### src/rtl/fetch_pkg.sv
// fetch_pkg: constants shared by the instruction fetch stage and decode.
//   NOP_WORD_DEFAULT   : bubble word placed in IF/ID (sll $zero,$zero,0)
//   RESET_PC_DEFAULT   : default PC after reset
//   IMEM_DEPTH_DEFAULT : default instruction memory depth in words
//   PC_BITS            : significant PC bits for the default depth
//   OP_J/OP_BEQ/OP_BNE : control-flow opcodes, decoded in ID
package fetch_pkg;

    localparam logic [31:0] NOP_WORD_DEFAULT   = 32'h0000_0000;
    localparam logic [31:0] RESET_PC_DEFAULT   = 32'h0000_0000;
    localparam int          IMEM_DEPTH_DEFAULT = 256;
    localparam int          PC_BITS            = $clog2(IMEM_DEPTH_DEFAULT);

    localparam logic [5:0] OP_J   = 6'b000010;
    localparam logic [5:0] OP_BEQ = 6'b000100;
    localparam logic [5:0] OP_BNE = 6'b000101;

endpackage

### src/rtl/if_id_register.sv
// if_id_register: IF/ID pipeline register.
//   clk, rst         : clock and synchronous active-high reset
//   bubble           : load NOP_WORD, PC+1 = 0, valid = 0
//   load             : capture instruction_in / pc_plus1_in as a valid entry
//   (neither)        : hold
//   instruction      : registered instruction
//   pc_plus1         : registered PC+1 of that instruction
//   valid            : entry is a real fetch, not a bubble
module if_id_register
    import fetch_pkg::*;
#(
    parameter logic [31:0] NOP_WORD = NOP_WORD_DEFAULT
) (
    input  logic        clk,
    input  logic        rst,
    input  logic        bubble,
    input  logic        load,
    input  logic [31:0] instruction_in,
    input  logic [31:0] pc_plus1_in,
    output logic [31:0] instruction,
    output logic [31:0] pc_plus1,
    output logic        valid
);

    // Reset and bubble leave the register in the same empty state.
    always_ff @(posedge clk) begin
        if (rst || bubble) begin
            instruction <= NOP_WORD;
            pc_plus1    <= 32'd0;
            valid       <= 1'b0;
        end else if (load) begin
            instruction <= instruction_in;
            pc_plus1    <= pc_plus1_in;
            valid       <= 1'b1;
        end
    end

endmodule

### src/rtl/instruction_fetch_stage.sv
// instruction_fetch_stage: program counter, next-PC selection and IF/ID register.
//   Clock, Reset      : rising-edge clock, synchronous active-high reset
//   Stall             : hold PC and IF/ID
//   Flush             : turn IF/ID into a bubble
//   BranchTaken       : taken beq/bne resolved in ID, offset in BranchOffset
//   Jump              : j resolved in ID, instr_index in JumpTarget
//   Instruction       : combinational instruction memory data at ReadAddress
//   ReadAddress       : current PC (word address)
//   IfIdInstruction   : registered instruction for decode
//   IfIdPcPlus1       : registered PC+1 of IfIdInstruction
//   IfIdValid         : IfIdInstruction is a real fetch
module instruction_fetch_stage
    import fetch_pkg::*;
#(
    parameter logic [31:0] RESET_PC   = RESET_PC_DEFAULT,
    parameter int          IMEM_DEPTH = IMEM_DEPTH_DEFAULT,
    parameter logic [31:0] NOP_WORD   = NOP_WORD_DEFAULT
) (
    input  logic        Clock,
    input  logic        Reset,
    input  logic        Stall,
    input  logic        Flush,
    input  logic        BranchTaken,
    input  logic [15:0] BranchOffset,
    input  logic        Jump,
    input  logic [25:0] JumpTarget,
    input  logic [31:0] Instruction,
    output logic [31:0] ReadAddress,
    output logic [31:0] IfIdInstruction,
    output logic [31:0] IfIdPcPlus1,
    output logic        IfIdValid
);

    localparam int          PC_W    = $clog2(IMEM_DEPTH);
    localparam logic [31:0] PC_MASK = (32'd1 << PC_W) - 32'd1;

    // All PC arithmetic is done at 32 bits and then wrapped to the memory depth.
    function automatic logic [31:0] wrap_pc(input logic [31:0] addr);
        return addr & PC_MASK;
    endfunction

    logic        [31:0] pc;
    logic        [31:0] pc_next;
    logic        [31:0] pc_plus1;
    logic        [31:0] branch_target;
    logic        [31:0] jump_addr;
    logic signed [31:0] branch_offset_ext;
    logic               take_jump;
    logic               take_branch;
    logic               ifid_bubble;
    logic               ifid_load;

    assign branch_offset_ext = 32'(signed'(BranchOffset));
    assign pc_plus1          = wrap_pc(pc + 32'd1);
    assign branch_target     = wrap_pc(IfIdPcPlus1 + branch_offset_ext);
    assign jump_addr         = wrap_pc({IfIdPcPlus1[31:26], JumpTarget});

    // A redirect decoded from a bubble is stale and must not steer the PC.
    assign take_jump   = Jump && IfIdValid;
    assign take_branch = BranchTaken && IfIdValid && !Jump;

    assign ifid_bubble = take_jump || take_branch || Flush;
    assign ifid_load   = !Stall;

    always_comb begin
        pc_next = pc_plus1;
        if (take_jump) begin
            pc_next = jump_addr;
        end else if (take_branch) begin
            pc_next = branch_target;
        end else if (Stall) begin
            // Covers both plain stall and stall combined with flush.
            pc_next = pc;
        end
    end

    // ---- IF stage: PC register ----
    always_ff @(posedge Clock) begin
        if (Reset) begin
            pc <= wrap_pc(RESET_PC);
        end else begin
            pc <= pc_next;
        end
    end

    assign ReadAddress = pc;

    // ---- IF/ID boundary ----
    if_id_register #(
        .NOP_WORD (NOP_WORD)
    ) u_if_id (
        .clk            (Clock),
        .rst            (Reset),
        .bubble         (ifid_bubble),
        .load           (ifid_load),
        .instruction_in (Instruction),
        .pc_plus1_in    (pc_plus1),
        .instruction    (IfIdInstruction),
        .pc_plus1       (IfIdPcPlus1),
        .valid          (IfIdValid)
    );

endmodule
### config.mk
export PLATFORM = sky130hd
export DESIGN_NAME = instruction_fetch_stage
export DESIGN_NICKNAME = d
export VERILOG_FILES = /design/src/rtl/fetch_pkg.sv /design/src/rtl/if_id_register.sv /design/src/rtl/instruction_fetch_stage.sv
export SDC_FILE = /design/constraint.sdc
export NUM_CORES = 1
export LEC_CHECK = 0
export ABC_AREA = 1
export CAP_MARGIN = 20
export CORE_MARGIN = 5
export CORE_UTILIZATION = 37
export CTS_CLUSTER_DIAMETER = 200
export CTS_CLUSTER_SIZE = 28
export DETAILED_ROUTE_END_ITERATION = 8
export MAX_ROUTING_LAYER = met4
export PLACE_DENSITY = 0.82
export SYNTH_ARGS = -nofsm -noshare
export SYNTH_HDL_FRONTEND = slang
export SYNTH_SLANG_ARGS = --single-unit
### constraint.sdc
create_clock -name Clock -period 1.85 [get_ports Clock]
set_input_delay 0.37 -clock Clock [delete_from_list [all_inputs] [get_ports Clock]]
set_output_delay 0.37 -clock Clock [all_outputs]
set_load 0.02 [all_outputs]
==> results.sh <==
export IMPL_status="finished clean"
export IMPL_drv_slew=0
export IMPL_timing_hold_violations_final=0
export IMPL_synth_area_sq_mm=0.00276
export IMPL_num_antenna_cells=0
export IMPL_leakage_uw=0.00170
export IMPL_slowest_stage="clkdlybuf4s50_1"
export IMPL_root_buffer="clkbuf_8"
export IMPL_antenna_left=0
export IMPL_cts_buffer_depth=2
export IMPL_viasPerCell=4.44
export IMPL_ir_drop_mv=0.307
export IMPL_seq_area_frac_synth=0.356
export IMPL_rr_worst_depth=9
export IMPL_max_freq_mhz=560
export IMPL_grt_pass1_wl_mm=11.6
export IMPL_synth_top_area_frac=0.356
export IMPL_max_stage_delay_ns=0.66
export IMPL_grt_max_degree=27
export IMPL_cts_htree_levels=2
export IMPL_synth_flop_cell="dfxtp_1"
export IMPL_period_share=0.964
export IMPL_tns_ns=0
export IMPL_synth_edf_count=0
export IMPL_yosys_register_bits=49
export IMPL_rsz0062_at_grt="false"
export IMPL_die_height_um=96.3
export IMPL_path_buf_inv=1
export IMPL_die_area_sq_mm=0.00928
export IMPL_rrSetupSlack_ns=0.20
export IMPL_yosysWarningCount=0
export IMPL_portBuffers=102
export IMPL_num_vias=2631
export IMPL_ys_top_cells_by_area="dfxtp_1, nand2_1, buf_4"
export IMPL_ios=177
export IMPL_skew_ns=0.00665
export IMPL_dr_pass1_iters=4
export IMPL_critical_path_required_ns=1.48
export IMPL_path_clk_slew_ns=0.09
export IMPL_hold_buffers=0
export IMPL_crit_path_start_kind="flip-flop"
export IMPL_setup_viol_count_final=0
export IMPL_grt_total_usage=0.163
export IMPL_pre_cts_slack_ns=-0.486
export IMPL_fin_nets=582
export IMPL_gr_total_overflow=0
export IMPL_final_util=0.548
export IMPL_p_per_area_mw_per_mm2=610
export IMPL_synth_area_per_cell_sq_um=7.41
export IMPL_worstHoldStart="u_if_id.instruction[15]$_SDFFE_PP0N_"
export IMPL_cts_tree="done"
export IMPL_clock_sinks=49
export IMPL_wirelength_mm=7.46
export IMPL_reg2reg_to="ReadAddress[6]$_SDFFE_PP0P_"
export IMPL_min_period_ns=1.78
export IMPL_cp_arrival_ns=1.41
export IMPL_gp_congestion=0.833
export IMPL_grt_antenna_before_repair=0
export IMPL_cp_end_kind="primary output"
export IMPL_cts_buffers=5
export IMPL_first_global_vias=2580
export IMPL_setup_slack_ns=0.0657
export IMPL_initial_core_util=0.380
export IMPL_synth_top_cell_by_area="dfxtp_1"
export IMPL_r2r_start="u_if_id.pc_plus1[0]$_SDFFE_PP0N_"
export IMPL_clk_latency_ns=0.30
export IMPL_area_growth_pct=44.1
export IMPL_holdPathStages=2
export IMPL_worstSetupPathType="reg2out"
export IMPL_async_reset_ff_frac=0
export IMPL_wl_per_cell_um=12.6
export IMPL_core_area_sq_mm=0.00725
export IMPL_drcViolationCount=0
export IMPL_holdCritPathClass="reg2reg"
export IMPL_initialDrtViolationCount=122
export IMPL_num_rows=31
export IMPL_syn_inst=372
export IMPL_startpoint="ReadAddress[2]$_SDFFE_PP0P_"
export IMPL_cp_cell_sequence="clkdlybuf4s50_1"
export IMPL_cap_violations=0
export IMPL_crit_family="buffers and inverters"
export IMPL_critPathMaxFanout=6
export IMPL_hpwl_mm=5.98
export IMPL_drive_above_1_share=0.150
export IMPL_hold_end="u_if_id.instruction[15]$_SDFFE_PP0N_"
export IMPL_die_x_um=96.3
export IMPL_holdWs_ns=0.470
export IMPL_ys_types=28
[worst register-to-register path, delay by kind of cell, from the launching register on]
family | cells | cell delay (ns)
buf+inv | 1 | 0.04
compound gates | 2 | 0.32
flops | 1 | 0.35
fa+ha+maj | 2 | 0.57
simple gates | 4 | 0.27
[placed cells by master (no fill, tap or decap), types with 7 or more instances in the layout]
master and count:
nand2_1 110, clkdlybuf4s50_1 101, dfxtp_1 48, conb_1 48
buf_4 26, a21oi_1 23, a21oi_2 23, inv_1 22
nor2_1 17, o21ai_0 14, nand3_1 9, ha_1 7
[worst max path at each step]
stage                                   to  depth (start not counted)  slack [ns]
2_1_floorplan  ReadAddress[6]$_SDFFE_PP0P_                          9        0.02
3_3_place_gp   ReadAddress[6]$_SDFFE_PP0P_                         10       -0.44
3_5_place_dp   ReadAddress[6]$_SDFFE_PP0P_                         10       -0.49
4_1_cts                     ReadAddress[0]                          1       0.009
5_1_grt                     ReadAddress[2]                          1       0.009
6_report                    ReadAddress[2]                          1        0.07
[Yosys cell counts (5+ instances only)]
cell type / instances
xnor2_1: 5
ha_1: 8
a21oi_2: 20
inv_1: 23
buf_4: 49
nand3_1: 11
o21ai_0: 15
clkbuf_1: 7
o211ai_1: 5
dfxtp_1: 49
nor2_1: 17
a21oi_1: 26
nand2_1: 111
[report_power, final]
group          switching, uW  internal, uW
combinational            359           300
sequential              41.7          1100
clock                    362           262
total                    762          1660
[metrics by stage]
| step | total power [uW] | cell area (sq um) | instances |
|---|---|---|---|
| 6_report | 2420 | 3970 | 593 |
| 3_5_place_dp | 1810 | 3840 | 584 |
| 2_1_floorplan | 1590 | 2930 | 419 |
| 3_3_place_gp | 1800 | 3840 | 584 |
| 4_1_cts | 2440 | 3940 | 592 |
| 5_1_grt | 2560 | 3970 | 593 |
[what timing repair did]
item	in CTS	in global routing
pin swaps	1	8
buffers inserted	0	1
endpoints found under the setup margin	2	5
resized for setup	3	10
cloned	0	0
[flip-flops by register name (all words and copies together), names as in the netlist]
register / flops
u_if_id.pc_plus1: 8
u_if_id.instruction: 32
u_if_id.valid: 1
ReadAddress: 8
[layer usage]
layer / vias to the layer above / global-route usage / share of wire
met5: - / - / 0
met4: 0 / 0.0456 / 0.014
met3: 9 / 0.0407 / 0.10
met2: 120 / 0.283 / 0.48
met1: 1180 / 0.185 / 0.41
li1: 1322 / - / -
[cell families (layout without fill, tap and decap cells)]
group | Yosys count | after routing | share of synthesized area
other | 1 | 48 | 0.00136
xor gates and xnor gates | 8 | 8 | 0.0254
adders and majority gates | 9 | 9 | 0.0436
buffers and inverters | 89 | 164 | 0.197
DFF | 49 | 49 | 0.356
and+or+nand+nor | 145 | 145 | 0.213
AOI/OAI and AO/OA | 71 | 71 | 0.163
[final cells by class]
cell class	count	area, sq um
multi-input cells	281	1440
fillers	699	3280
repair buffers	129	1240
well taps	99	124
inverters	27	101
flip-flops and latches	49	982
clock buffers	5	68.8
clock inverters	3	17.5
(Power assumes the default switching activity.)
